`src/rtl/parking_lot_controller.sv`:
```
// parking_lot_controller
//   Purpose : Synchronises and debounces one occupancy sensor per slot, keeps
//             registered parked/empty counts plus a full flag, and runs the
//             entry-barrier FSM (request / deny / timeout).
//   Latency : raw sensor edge -> parked update = 2 + DEBOUNCE + 1 cycles;
//             entry_req -> gate_open = 1 cycle; gate_clear -> close = 1 cycle.
//   Ports   : clk, rst_n (async active-low); slot_sensor[SLOTS] raw async inputs;
//             entry_req (level), gate_clear (1-cycle pulse);
//             parked/empty (CNT_W), full, gate_open, entry_deny (pulse),
//             gate_timeout (pulse), occ_change (pulse).
module parking_lot_controller #(
  parameter int SLOTS        = 8,
  parameter int CNT_W        = $clog2(SLOTS + 1),
  parameter int DEBOUNCE     = 4,
  parameter int GATE_TIMEOUT = 16
) (
  input  logic             clk,
  input  logic             rst_n,
  input  logic [SLOTS-1:0] slot_sensor,
  input  logic             entry_req,
  input  logic             gate_clear,
  output logic [CNT_W-1:0] parked,
  output logic [CNT_W-1:0] empty,
  output logic             full,
  output logic             gate_open,
  output logic             entry_deny,
  output logic             gate_timeout,
  output logic             occ_change
);

  localparam int DB_W  = (DEBOUNCE > 1) ? $clog2(DEBOUNCE) : 1;
  localparam int TMR_W = $clog2(GATE_TIMEOUT);

  localparam logic [DB_W-1:0]  DB_LAST   = DB_W'(DEBOUNCE - 1);
  localparam logic [TMR_W-1:0] TMR_LOAD  = TMR_W'(GATE_TIMEOUT - 1);
  localparam logic [CNT_W-1:0] SLOTS_CNT = CNT_W'(SLOTS);

  localparam logic [0:0] ST_IDLE = 1'b0;
  localparam logic [0:0] ST_OPEN = 1'b1;

  // ---------------------------------------------------------------------------
  // Two-flop synchroniser per slot
  // ---------------------------------------------------------------------------
  logic [SLOTS-1:0] sync1_q, sync2_q;

  always_ff @(posedge clk or negedge rst_n) begin
    if (!rst_n) begin
      sync1_q <= '0;
      sync2_q <= '0;
    end else begin
      sync1_q <= slot_sensor;
      sync2_q <= sync1_q;
    end
  end

  // ---------------------------------------------------------------------------
  // Debounce: a slot's stable value only follows sync after DEBOUNCE
  // consecutive differing samples. The counter update happens on the edge where
  // the count already equals DEBOUNCE-1, so the DEBOUNCE-th differing sample
  // is the one that commits.
  // ---------------------------------------------------------------------------
  logic [SLOTS-1:0]           stable_q, stable_d;
  logic [SLOTS-1:0][DB_W-1:0] db_cnt_q, db_cnt_d;

  always_comb begin
    stable_d = stable_q;
    db_cnt_d = '0;
    for (int i = 0; i < SLOTS; i++) begin
      if (sync2_q[i] != stable_q[i]) begin
        if (db_cnt_q[i] == DB_LAST) begin
          stable_d[i] = sync2_q[i];
        end else begin
          db_cnt_d[i] = db_cnt_q[i] + 1'b1;
        end
      end
    end
  end

  always_ff @(posedge clk or negedge rst_n) begin
    if (!rst_n) begin
      stable_q <= '0;
      db_cnt_q <= '0;
    end else begin
      stable_q <= stable_d;
      db_cnt_q <= db_cnt_d;
    end
  end

  // ---------------------------------------------------------------------------
  // Counts: popcount of the registered stable vector, so every slot that
  // committed on the same edge lands in a single parked update.
  // ---------------------------------------------------------------------------
  logic [CNT_W-1:0] parked_q, parked_d;
  logic [CNT_W-1:0] empty_q;
  logic             full_q;
  logic             occ_q;

  always_comb begin
    parked_d = '0;
    for (int i = 0; i < SLOTS; i++) begin
      parked_d = parked_d + CNT_W'(stable_q[i]);
    end
  end

  always_ff @(posedge clk or negedge rst_n) begin
    if (!rst_n) begin
      parked_q <= '0;
      empty_q  <= SLOTS_CNT;
      full_q   <= 1'b0;
      occ_q    <= 1'b0;
    end else begin
      parked_q <= parked_d;
      empty_q  <= SLOTS_CNT - parked_d;
      full_q   <= (parked_d == SLOTS_CNT);
      // A swap (one in, one out) leaves the popcount equal, hence no pulse.
      occ_q    <= (parked_d != parked_q);
    end
  end

  // ---------------------------------------------------------------------------
  // Entry gate FSM
  // ---------------------------------------------------------------------------
  logic [0:0]       state_q, state_d;
  logic [TMR_W-1:0] timer_q, timer_d;
  logic [2:0]       deny_cnt_q, deny_cnt_d;  // free-runs mod 8 while denied
  logic             deny_q, deny_d;
  logic             tmo_q, tmo_d;

  always_comb begin
    state_d    = state_q;
    timer_d    = timer_q;
    deny_cnt_d = '0;
    deny_d     = 1'b0;
    tmo_d      = 1'b0;
    case (state_q)
      ST_IDLE: begin
        if (entry_req) begin
          if (!full_q) begin
            state_d = ST_OPEN;
            timer_d = TMR_LOAD;
          end else begin
            // Pulse on the first denied sample, then every 8th while held.
            deny_d     = (deny_cnt_q == 3'd0);
            deny_cnt_d = deny_cnt_q + 3'd1;
          end
        end
      end
      ST_OPEN: begin
        // gate_clear has priority over a coincident expiry.
        if (gate_clear) begin
          state_d = ST_IDLE;
        end else if (timer_q == '0) begin
          state_d = ST_IDLE;
          tmo_d   = 1'b1;
        end else begin
          timer_d = timer_q - 1'b1;
        end
      end
      default: state_d = ST_IDLE;
    endcase
  end

  always_ff @(posedge clk or negedge rst_n) begin
    if (!rst_n) begin
      state_q    <= ST_IDLE;
      timer_q    <= '0;
      deny_cnt_q <= '0;
      deny_q     <= 1'b0;
      tmo_q      <= 1'b0;
    end else begin
      state_q    <= state_d;
      timer_q    <= timer_d;
      deny_cnt_q <= deny_cnt_d;
      deny_q     <= deny_d;
      tmo_q      <= tmo_d;
    end
  end

  assign parked       = parked_q;
  assign empty        = empty_q;
  assign full         = full_q;
  assign gate_open    = (state_q == ST_OPEN);
  assign entry_deny   = deny_q;
  assign gate_timeout = tmo_q;
  assign occ_change   = occ_q;

endmodule

```
`config.mk`:
```
export PLATFORM = sky130hd
export DESIGN_NAME = parking_lot_controller
export DESIGN_NICKNAME = d
export VERILOG_FILES = /design/src/rtl/parking_lot_controller.sv
export SDC_FILE = /design/constraint.sdc
export NUM_CORES = 1
export LEC_CHECK = 0
export CORE_UTILIZATION = 30
export DETAILED_ROUTE_END_ITERATION = 7
export GPL_ROUTABILITY_DRIVEN = 0
export SETUP_SLACK_MARGIN = 0.05
export SLEW_MARGIN = 20
export SYNTH_ARGS = -nofsm -noshare
export SYNTH_HDL_FRONTEND = slang
export SYNTH_SLANG_ARGS = --single-unit
```
`constraint.sdc`:
```
create_clock -name clk -period 3.7 [get_ports clk]
set_input_delay 0.74 -clock clk [delete_from_list [all_inputs] [get_ports clk]]
set_output_delay 0.74 -clock clk [all_outputs]
set_load 0.1 [all_outputs]
```
# Word level (Yosys, flattened, before mapping)
# Index checks and enable logic that the tools add are counted.
# W data, S select, Z words.
[totals] inputBits=12 out_inout_bits=13 wordCells=114 register_bits=60
[op_classes] n_mux=35 n_bitwise=1 addsub=18 eq_ne=22 reduce_logical=11
[op_table] operator="$mux W2" count=16
[op_table] operator="$add A2 B1 Y2 const B" count=8
[op_table] operator="$add A4 B1 Y4" count=4
[op_table] operator="$eq A2 B2 Y1 const B" count=8
[op_table] operator="$mux W4" count=4
[op_table] operator="$reduce_and A2 Y1" count=8
[op_table] operator="$mux W1" count=10
[op_table] operator="$mux W3" count=3
[op_table] operator="$ne A1 B1 Y1" count=8
[op_table] operator="$ne A2 B2 Y1 const B" count=4
[op_table] operator="$pmux W4 S2" count=1
[op_table] operator="$add A3 B1 Y4" count=1
[op_table] operator="$eq A4 B4 Y1 const B" count=1
[op_table] operator="$logic_not A4 Y1" count=1
[op_table] operator="$ne A4 B4 Y1" count=1
[op_table] operator="$reduce_and A4 Y1" count=1
[op_table] operator="$sub A4 B1 Y4 const B" count=1
[op_table] operator="$sub A4 B4 Y4 const A" count=1
[op_table] operator="$add A2 B1 Y3" count=1
[op_table] operator="$add A3 B1 Y3 const B" count=1
[op_table] operator="$logic_not A3 Y1" count=1
[op_table] operator="$add A1 B1 Y2" count=1
[op_table] operator="$pmux W1 S2" count=1
[op_table] operator="$not A1 Y1" count=1

# Logic depth before layout (Yosys ltp)
# Gate-level depths: netlist (run 1).
[depth] depth_word=8 depth_mapped=11 mapped_depth_nobuf=11

# Worst setup path after synthesis (run 1)
# OpenSTA, ideal clock, no wires.
[synth_path] path_type="reg-to-reg" from="register stable_q[0]" to="register occ_q (netlist: occ_change)" synth_period_minus_slack_ns=3.186 path_stages_with_launch=12 t_required_ns=3.558 setup_time_ns=0.142 n_path_buf=0 arrival_ns=3.045 path_slack_ns=0.514 path_cell_list="dfrtp_1 fa_1 inv_1 fa_1 fa_1 inv_1 ha_1 inv_1 fa_1 xnor2_2 xnor2_1 o2111ai_1"
[synth_via] elab_chain_len=8
[synth_rtl] element="from (decl)" line="62" rtl="logic [SLOTS-1:0] stable_q, stable_d;"
[synth_rtl] element="from (signal assigned)" line="84" rtl="stable_q <= stable_d;"
[synth_rtl] element="$add A1 B1 Y2" line="101" rtl="parked_d = parked_d + CNT_W'(stable_q[i]);"
[synth_rtl] element="$add A2 B1 Y3" line="101"
[synth_rtl] element="$add A3 B1 Y4" line="101"
[synth_rtl] element="$add A4 B1 Y4 (4 in series)" line="101"
[synth_rtl] element="named net parked_d[2]" line="93" rtl="logic [CNT_W-1:0] parked_q, parked_d;"
[synth_rtl] element="$ne A4 B4 Y1" line="116" rtl="occ_q <= (parked_d != parked_q);"
[synth_rtl] element="to (signal assigned)" line="116"
[synth_rtl] element="to (decl)" line="96" rtl="logic occ_q;"
# The timed path passes the listed nets, and every way through them passes these cells.
# A chain may end at the register's enable or synchronous reset.

# Worst setup path in the final report (run 1)
# Ends and elaborated chain as after synthesis.

==> results of run 1 <==
-- registers in the layout (all words and copies together), names as in the netlist, 3 cells and up --
register	cells
db_cnt_q	16
stable_q	8
sync1_q	8
sync2_q	8
empty	4
timer_q	4
deny_cnt_q	3
parked	3
-- logic make-up (layout without fill, tap and decap cells) --
logic type | Yosys count | count (layout)
AND/OR/NAND/NOR | 38 | 38
XOR/XNOR | 16 | 16
flip-flops | 59 | 59
multiplexers | 6 | 6
AO/OA/AOI/OAI | 11 | 11
buffers and inverters | 19 | 59
adder cells (fa/ha/maj) | 19 | 19
-- per-layer routing --
metal	GRT usage, %	wire length [µm]	vias up
met2	14.8	1550	24
met1	13.2	1670	611
met3	4.48	171	6
met4	5.65	63	0
li1	-	-	614
met5	0	0	-
-- worst reg2reg max path, cell delays in order, from the launching register on --
cell,delay [ns]
dfrtp_1,0.41
fa_1,0.55
inv_1,0.05
fa_1,0.49
fa_1,0.40
inv_1,0.07
ha_1,0.15
inv_1,0.05
fa_1,0.42
xnor2_2,0.30
xnor2_1,0.16
o2111ai_1,0.12
-- worst max-delay path by stage --
stage	end	slack, ns	from
after floorplan	occ_change$_DFF_PN0_	0.51	stable_q[0]$_DFFE_PN0P_
after global placement	occ_change$_DFF_PN0_	0.40	stable_q[0]$_DFFE_PN0P_
after detailed placement	occ_change$_DFF_PN0_	0.38	stable_q[0]$_DFFE_PN0P_
after CTS	occ_change$_DFF_PN0_	0.37	stable_q[0]$_DFFE_PN0P_
after global routing	occ_change$_DFF_PN0_	0.22	stable_q[0]$_DFFE_PN0P_
final	occ_change$_DFF_PN0_	0.40	stable_q[0]$_DFFE_PN0P_
-- cells in the mapped netlist --
master     instances  area [µm²]
a21o_1             1        7.51
a21oi_1            1        5.00
a2bb2oi_1          2        17.5
and3_1             1        6.26
and3b_1            1        8.76
buf_4              1        7.51
dfrtp_1           58        1450
dfstp_2            1        26.3
fa_1               4        80.1
ha_1              15         188
inv_1             18        67.6
mux2_2             4        45.0
mux2i_1            2        20.0
nand2_1            5        18.8
nand2b_1           1        6.26
nand3b_1           2        15.0
nor2_1             6        22.5
nor2b_1            8        50.1
nor3_1             9        45.0
nor3_2             1        10.0
nor3b_1            2        15.0
nor3b_2            2        25.0
o2111ai_1          1        8.76
o21ai_0            5        25.0
o21bai_2           1        11.3
xnor2_1           14         123
xnor2_2            1        16.3
xor2_1             1        8.76
-- through the flow --
stage          setup WS [ns]  cells  hold WS [ns]  area, µm²
6_report               0.402    307         0.338       2890
3_5_place_dp           0.382    291         0.336       2690
2_1_floorplan          0.514    168         0.331       2330
4_1_cts                0.375    307         0.343       2890
3_3_place_gp           0.405    291         0.333       2690
5_1_grt                0.222    307         0.356       2890
-- area by class of cell --
cell class	instances	area share (%)
Sequential cell	59	51.2
Clock inverter	2	1.21
Inverter	18	2.34
Timing Repair Buffer	25	8.41
Multi-Input combinational cell	90	26.9
Tap cell	99	4.29
Clock buffer	14	5.63
==> metrics.txt, run 1 <==
outcome=completed; commonest non-fill, non-tap cell in the layout=dfrtp_1; FF-to-FF End=occ_change$_DFF_PN0_; reg2reg path depth=11; area of the core=0.00737 mm²; slowest stage delay, CP=0.55 ns; NumNets Final=234; mux contribution to synthesized area=2.79%; CTS HTree Levels=3; P&R area growth vs syn=23.9%; first-pass detailed-route iteration total=5; Fill cells=735; Adder-Cell Fraction of Synth Area=11.5%; cts-stage hold buffer count=0; final count of hold timing violations=0; Vias=1255; Die X=90.1 µm; Clk pin slew, worst setup/hold paths=0.06 ns; CTS Buf Count=9; CP Capture Type=flop; final setup fails=0; layout cell share with drive strength beyond 1=12.0%; I/O pin count=25; Tot GR Track Use=10.4%; cell mode on critical path=fa_1; Ys Warns=0; post-synth cell types=28; DRT antenna net count=0; CP Class=reg2reg; # diodes=0; initial antenna violation count=0; Synth Area in XOR/XNOR=6.33%; final WL=3450 µm; largest net degree at the start of global routing=42; Tmin final=3.30 ns; Congestion Overflow GR=0; global-route wire length before repair=6380 µm; port buffer count=24; CP Cell Sequence=fa_1 > inv_1 > fa_1 > fa_1 > inv_1 > ha_1 > inv_1 > fa_1 > xnor2_2 > xnor2_1 > o2111ai_1; Crit path buffers/inverters=3; die area=0.00813 mm²; largest family of logic cells by synthesized area=adder cells; starting density of the core=31.6%; Residual DRC=0; worst hold path class=in2async; Synth Cell Area=0.00233 mm²; root buf cell=clkbuf_8; register area share after synthesis=63.4%; multi-input logic area=778 µm²; Die Ht=90.1 µm; commonest non-fill, non-tap cells in the layout=dfrtp_1, clkdlybuf4s50_1, inv_1; post-CTS resize count=0; Max-cap violations=0; vias in the first global route=1346; worst reg2reg startpoint=stable_q[0]$_DFFE_PN0P_; Routed WL per cell=11.2 µm; Max Slew Vio Count=0; vias per inst=4.09; setup_tns=0 ns; R2R setup slack=0.40 ns; Max clock buf depth=2; Post-Synth Simple-Gate Area=9.55%; synthesis-stage register bit count=59; worst-margin pin slew=0.979 ns; CP Max Fanout=4; CTS tree=done; Clock Sinks=59; RSZ-0062 raised after global routing=false; relative slew slack=34.5%; Compound-Gate Fraction of Synth Area=3.22%; Post-CTS Setup Inserts=0; Cell Rows=31; drt initial violations=74; slowest library cell on the worst path=fa_1; CP required=3.89 ns; dpl hpwl=2400 µm; type of origin of the critical path=flop; Worst EP arrival=3.49 ns; crit share post-route=89.1%; Mapped Cells=168; FMAX=0.303 GHz; clk_lat worst skew=0.33 ns; Final Util=39.2%; Seq. cell area=0.00148 mm²; Critical Path Stages=11; Top Family by Delay on Critical Path=adder cells; Mean Syn Cell Area=13.9 µm²; syn_nets=199; Setup Skew=0.0121 ns
Power of run 1 is left out: the tool's default activity adds up to more than one toggle a clock period on the data nets, which glitch-free logic cannot reach.
==> run 2: changes to the inputs <==
--- a/config.mk
+++ b/config.mk
@@ -7,7 +7,9 @@
 export LEC_CHECK = 0
 export CORE_UTILIZATION = 30
 export DETAILED_ROUTE_END_ITERATION = 7
+export DONT_BUFFER_PORTS = 1
 export GPL_ROUTABILITY_DRIVEN = 0
+export GPL_TIMING_DRIVEN = 0
 export SETUP_SLACK_MARGIN = 0.05
 export SLEW_MARGIN = 20
 export SYNTH_ARGS = -nofsm -noshare
==> constraint.sdc (replaced) <==
create_clock -name clk -period 3.7 [get_ports clk]
set_input_delay 1.11 -clock clk [delete_from_list [all_inputs] [get_ports clk]]
set_output_delay 1.11 -clock clk [all_outputs]
set_load 0.1 [all_outputs]
==> metrics.txt, run 2 (synthesis gave the netlist of run 1 again) <==
drt initial violations=46; vias in the first global route=1266; layout cell share with drive strength beyond 1=14.7%; Clk pin slew, worst setup/hold paths=0.07 ns; global-route wire length before repair=5800 µm; Setup Skew=0.00696 ns; min-delay src=sync1_q[2]$_DFF_PN0_; area of the core=0.00737 mm²; vias per inst=4.16; first-pass detailed-route iteration total=2; worst hold path class=reg2reg; worst-margin pin slew=1.02 ns; Final Util=36.8%; final setup fails=0; Routed WL per cell=11.0 µm; Post-CTS Setup Inserts=0; reg2reg path depth=11; P&R area growth vs syn=16.5%; CTS Buf Count=9; Tot GR Track Use=9.49%; FF-to-FF End=occ_change$_DFF_PN0_; commonest non-fill, non-tap cell in the layout=dfrtp_1; # diodes=0; RSZ-0062 raised after global routing=false; CP Capture Type=flop; Most flops, register=db_cnt_q; outcome=completed; largest net degree at the start of global routing=60; dpl hpwl=2150 µm; cell mode on critical path=fa_1; type of origin of the critical path=flop; NumNets Final=210; CP required=3.88 ns; final WL=3130 µm; CTS HTree Levels=3; Vias=1178; slowest library cell on the worst path=fa_1; Max Slew Vio Count=0; hold depth=0; Worst EP arrival=3.59 ns; crit share post-route=92.0%; cts-stage hold buffer count=0; Die X=90.1 µm; DRT antenna net count=0; Cell Rows=31; root buf cell=clkbuf_8; Die Ht=90.1 µm; initial antenna violation count=0; CP Cell Sequence=fa_1 > inv_1 > fa_1 > fa_1 > inv_1 > ha_1 > inv_1 > fa_1 > xnor2_2 > xnor2_1 > o2111ai_1; CP Max Fanout=4; final count of hold timing violations=0; port buffer count=0; slowest stage delay, CP=0.55 ns; R2R setup slack=0.30 ns; Final Cell Area=0.00272 mm²; placed cell area=0.00245 mm²; Max clock buf depth=2; Max-cap violations=0; relative slew slack=32.3%; starting density of the core=31.6%; die area=0.00813 mm²; post-CTS resize count=0; CP Class=reg2reg; I/O pin count=25; setup_tns=0 ns; Clock Sinks=59; max FFs per register=16; Hold EP=sync2_q[2]$_DFF_PN0_; worst reg2reg startpoint=stable_q[0]$_DFFE_PN0P_; Congestion Overflow GR=0; commonest non-fill, non-tap cells in the layout=dfrtp_1, inv_1, ha_1; Tmin final=3.40 ns; clk_lat worst skew=0.33 ns; CTS tree=done; FMAX=0.294 GHz; Residual DRC=0
-- run 2: cell type report --
class	count	area [µm²]
Sequential cell	59	1480
Clock buffer	12	165
Tap cell	99	124
Clock inverter	4	95.1
Buffer	1	7.51
Fill cell	741	4650
Inverter	18	67.6
Multi-Input combinational cell	90	778
-- run 2: per-layer routing --
metal | routed length, µm | GRT usage (%) | vias up
met4 | 78 | 7.66 | 0
met5 | 0 | 0 | -
met2 | 1400 | 13.4 | 26
li1 | - | - | 569
met3 | 186 | 4.23 | 9
met1 | 1460 | 11.1 | 574
-- run 2: stage by stage --
stage          hold slack (ns)  std cells  worst slack, ns
2_1_floorplan            0.331        168            0.514
3_3_place_gp             0.332        267            0.238
3_5_place_dp             0.336        267            0.274
4_1_cts                  0.350        283            0.243
5_1_grt                  0.353        283            0.113
6_report                 0.348        283            0.297
-- run 2: worst max path at each step --
stage                                 start                   end  slack [ns]
finish              stable_q[0]$_DFFE_PN0P_  occ_change$_DFF_PN0_        0.30
detailed placement  stable_q[0]$_DFFE_PN0P_  occ_change$_DFF_PN0_        0.27
CTS                 stable_q[0]$_DFFE_PN0P_  occ_change$_DFF_PN0_        0.24
floorplan           stable_q[0]$_DFFE_PN0P_  occ_change$_DFF_PN0_        0.51
global placement    stable_q[0]$_DFFE_PN0P_  occ_change$_DFF_PN0_        0.24
global route        stable_q[0]$_DFFE_PN0P_  occ_change$_DFF_PN0_        0.11
-- run 2: worst max-delay path, delay by kind of cell, from the launching register on --
family | cells | cell delay, ns
AO/OA/AOI/OAI | 1 | 0.17
XOR/XNOR | 2 | 0.46
adder cells (fa/ha/maj) | 5 | 2.02
buffers and inverters | 3 | 0.17
flip-flops | 1 | 0.42
Power of run 2 is left out for the same reason.
==> run 3: changes to the inputs <==
--- a/config.mk
+++ b/config.mk
@@ -5,6 +5,7 @@
 export SDC_FILE = /design/constraint.sdc
 export NUM_CORES = 1
 export LEC_CHECK = 0
+export CORE_MARGIN = 2
 export CORE_UTILIZATION = 30
 export DETAILED_ROUTE_END_ITERATION = 7
 export DONT_BUFFER_PORTS = 1
==> metrics.txt, run 3 (synthesis gave the netlist of run 1 again) <==
outcome=completed; Die X=92.1 µm; worst hold path class=reg2reg; Most flops, register=db_cnt_q; final count of hold timing violations=0; CTS HTree Levels=3; worst-margin pin slew=1.02 ns; CTS Buf Count=9; P&R area growth vs syn=14.4%; die area=0.00849 mm²; NumNets Final=210; commonest non-fill, non-tap cell in the layout=dfrtp_1; type of origin of the critical path=flop; cts-stage hold buffer count=0; Vias=1157; clk_lat worst skew=0.33 ns; first-pass detailed-route iteration total=4; global-route wire length before repair=6300 µm; CP Class=reg2reg; final hold slack=0.347 ns; Max Slew Vio Count=0; drt initial violations=78; Residual DRC=0; CTS tree=done; starting density of the core=30.6%; max FFs per register=16; Setup Skew=0.00554 ns; vias per inst=4.05; root buf cell=clkbuf_8; initial antenna violation count=0; CP required=3.89 ns; Place WS=0.321 ns; Worst EP arrival=3.57 ns; commonest non-fill, non-tap cells in the layout=dfrtp_1, inv_1, ha_1; vias in the first global route=1317; FMAX=0.296 GHz; final setup fails=0; Tot GR Track Use=9.92%; area of the core=0.00761 mm²; Congestion Overflow GR=0; Post-CTS Setup Inserts=0; Clock Sinks=59; post-CTS resize count=0; final WL=3430 µm; layout cell share with drive strength beyond 1=14.1%; crit share post-route=91.3%; I/O pin count=25; CP Capture Type=flop; # diodes=0; RSZ-0062 raised after global routing=false; Tmin final=3.38 ns; setup slack after layout=0.322 ns; Die Ht=92.1 µm; CP Max Fanout=4; port buffer count=0; setup_tns=0 ns; relative slew slack=32.1%; Clk pin slew, worst setup/hold paths=0.06 ns; largest net degree at the start of global routing=60; Routed WL per cell=12.0 µm; Max-cap violations=0; DRT antenna net count=0; Cell Rows=32; Max clock buf depth=2; dpl hpwl=2350 µm
run 3: through the flow:
step	instance area, µm²	util, %	std cells
after floorplan	2330	-	168
after global placement	2460	32.3	270
after detailed placement	2460	32.3	270
after CTS	2670	35.0	286
after global routing	2670	35.0	286
final	2670	35.0	286
run 3: worst max-delay path: stages (launching register included):
cell and delay, ns:
dfrtp_1 0.42, fa_1 0.55, inv_1 0.05, fa_1 0.50
fa_1 0.41, inv_1 0.07, ha_1 0.15, inv_1 0.06
fa_1 0.42, xnor2_2 0.31, xnor2_1 0.16, o2111ai_1 0.15
run 3: worst paths after layout:
kind / from / end / slack, ns / cells past startpoint
max: stable_q[0]$_DFFE_PN0P_ / occ_change$_DFF_PN0_ / 0.32 / 11
min: sync1_q[4]$_DFF_PN0_ / sync2_q[4]$_DFF_PN0_ / 0.35 / 0
max reg2reg: stable_q[0]$_DFFE_PN0P_ / occ_change$_DFF_PN0_ / 0.32 / 11
min reg2reg: sync1_q[4]$_DFF_PN0_ / sync2_q[4]$_DFF_PN0_ / 0.35 / 0
max in group asynchronous: rst_n / empty[3]$_DFF_PN1_ / 3.05 / 0
min in group asynchronous: rst_n / db_cnt_q[3]$_DFF_PN0_ / 0.47 / 0
run 3: cell type report:
class,count,area (µm²)
clock buffers,10,128
flip-flops and latches,59,1480
plain buffers,1,7.51
clock inverters,6,80.1
multi-input cells,90,778
fillers,764,4940
inverters,18,67.6
well taps,102,128
run 3: per-layer routing:
layer,global-route usage [%],up-vias,share of wire (%)
met5,0,-,0
met4,5.22,0,2.0
met3,5.51,7,6.8
met2,14.5,18,47
met1,11.7,567,44
li1,-,565,-
Power of run 3 is left out for the same reason.
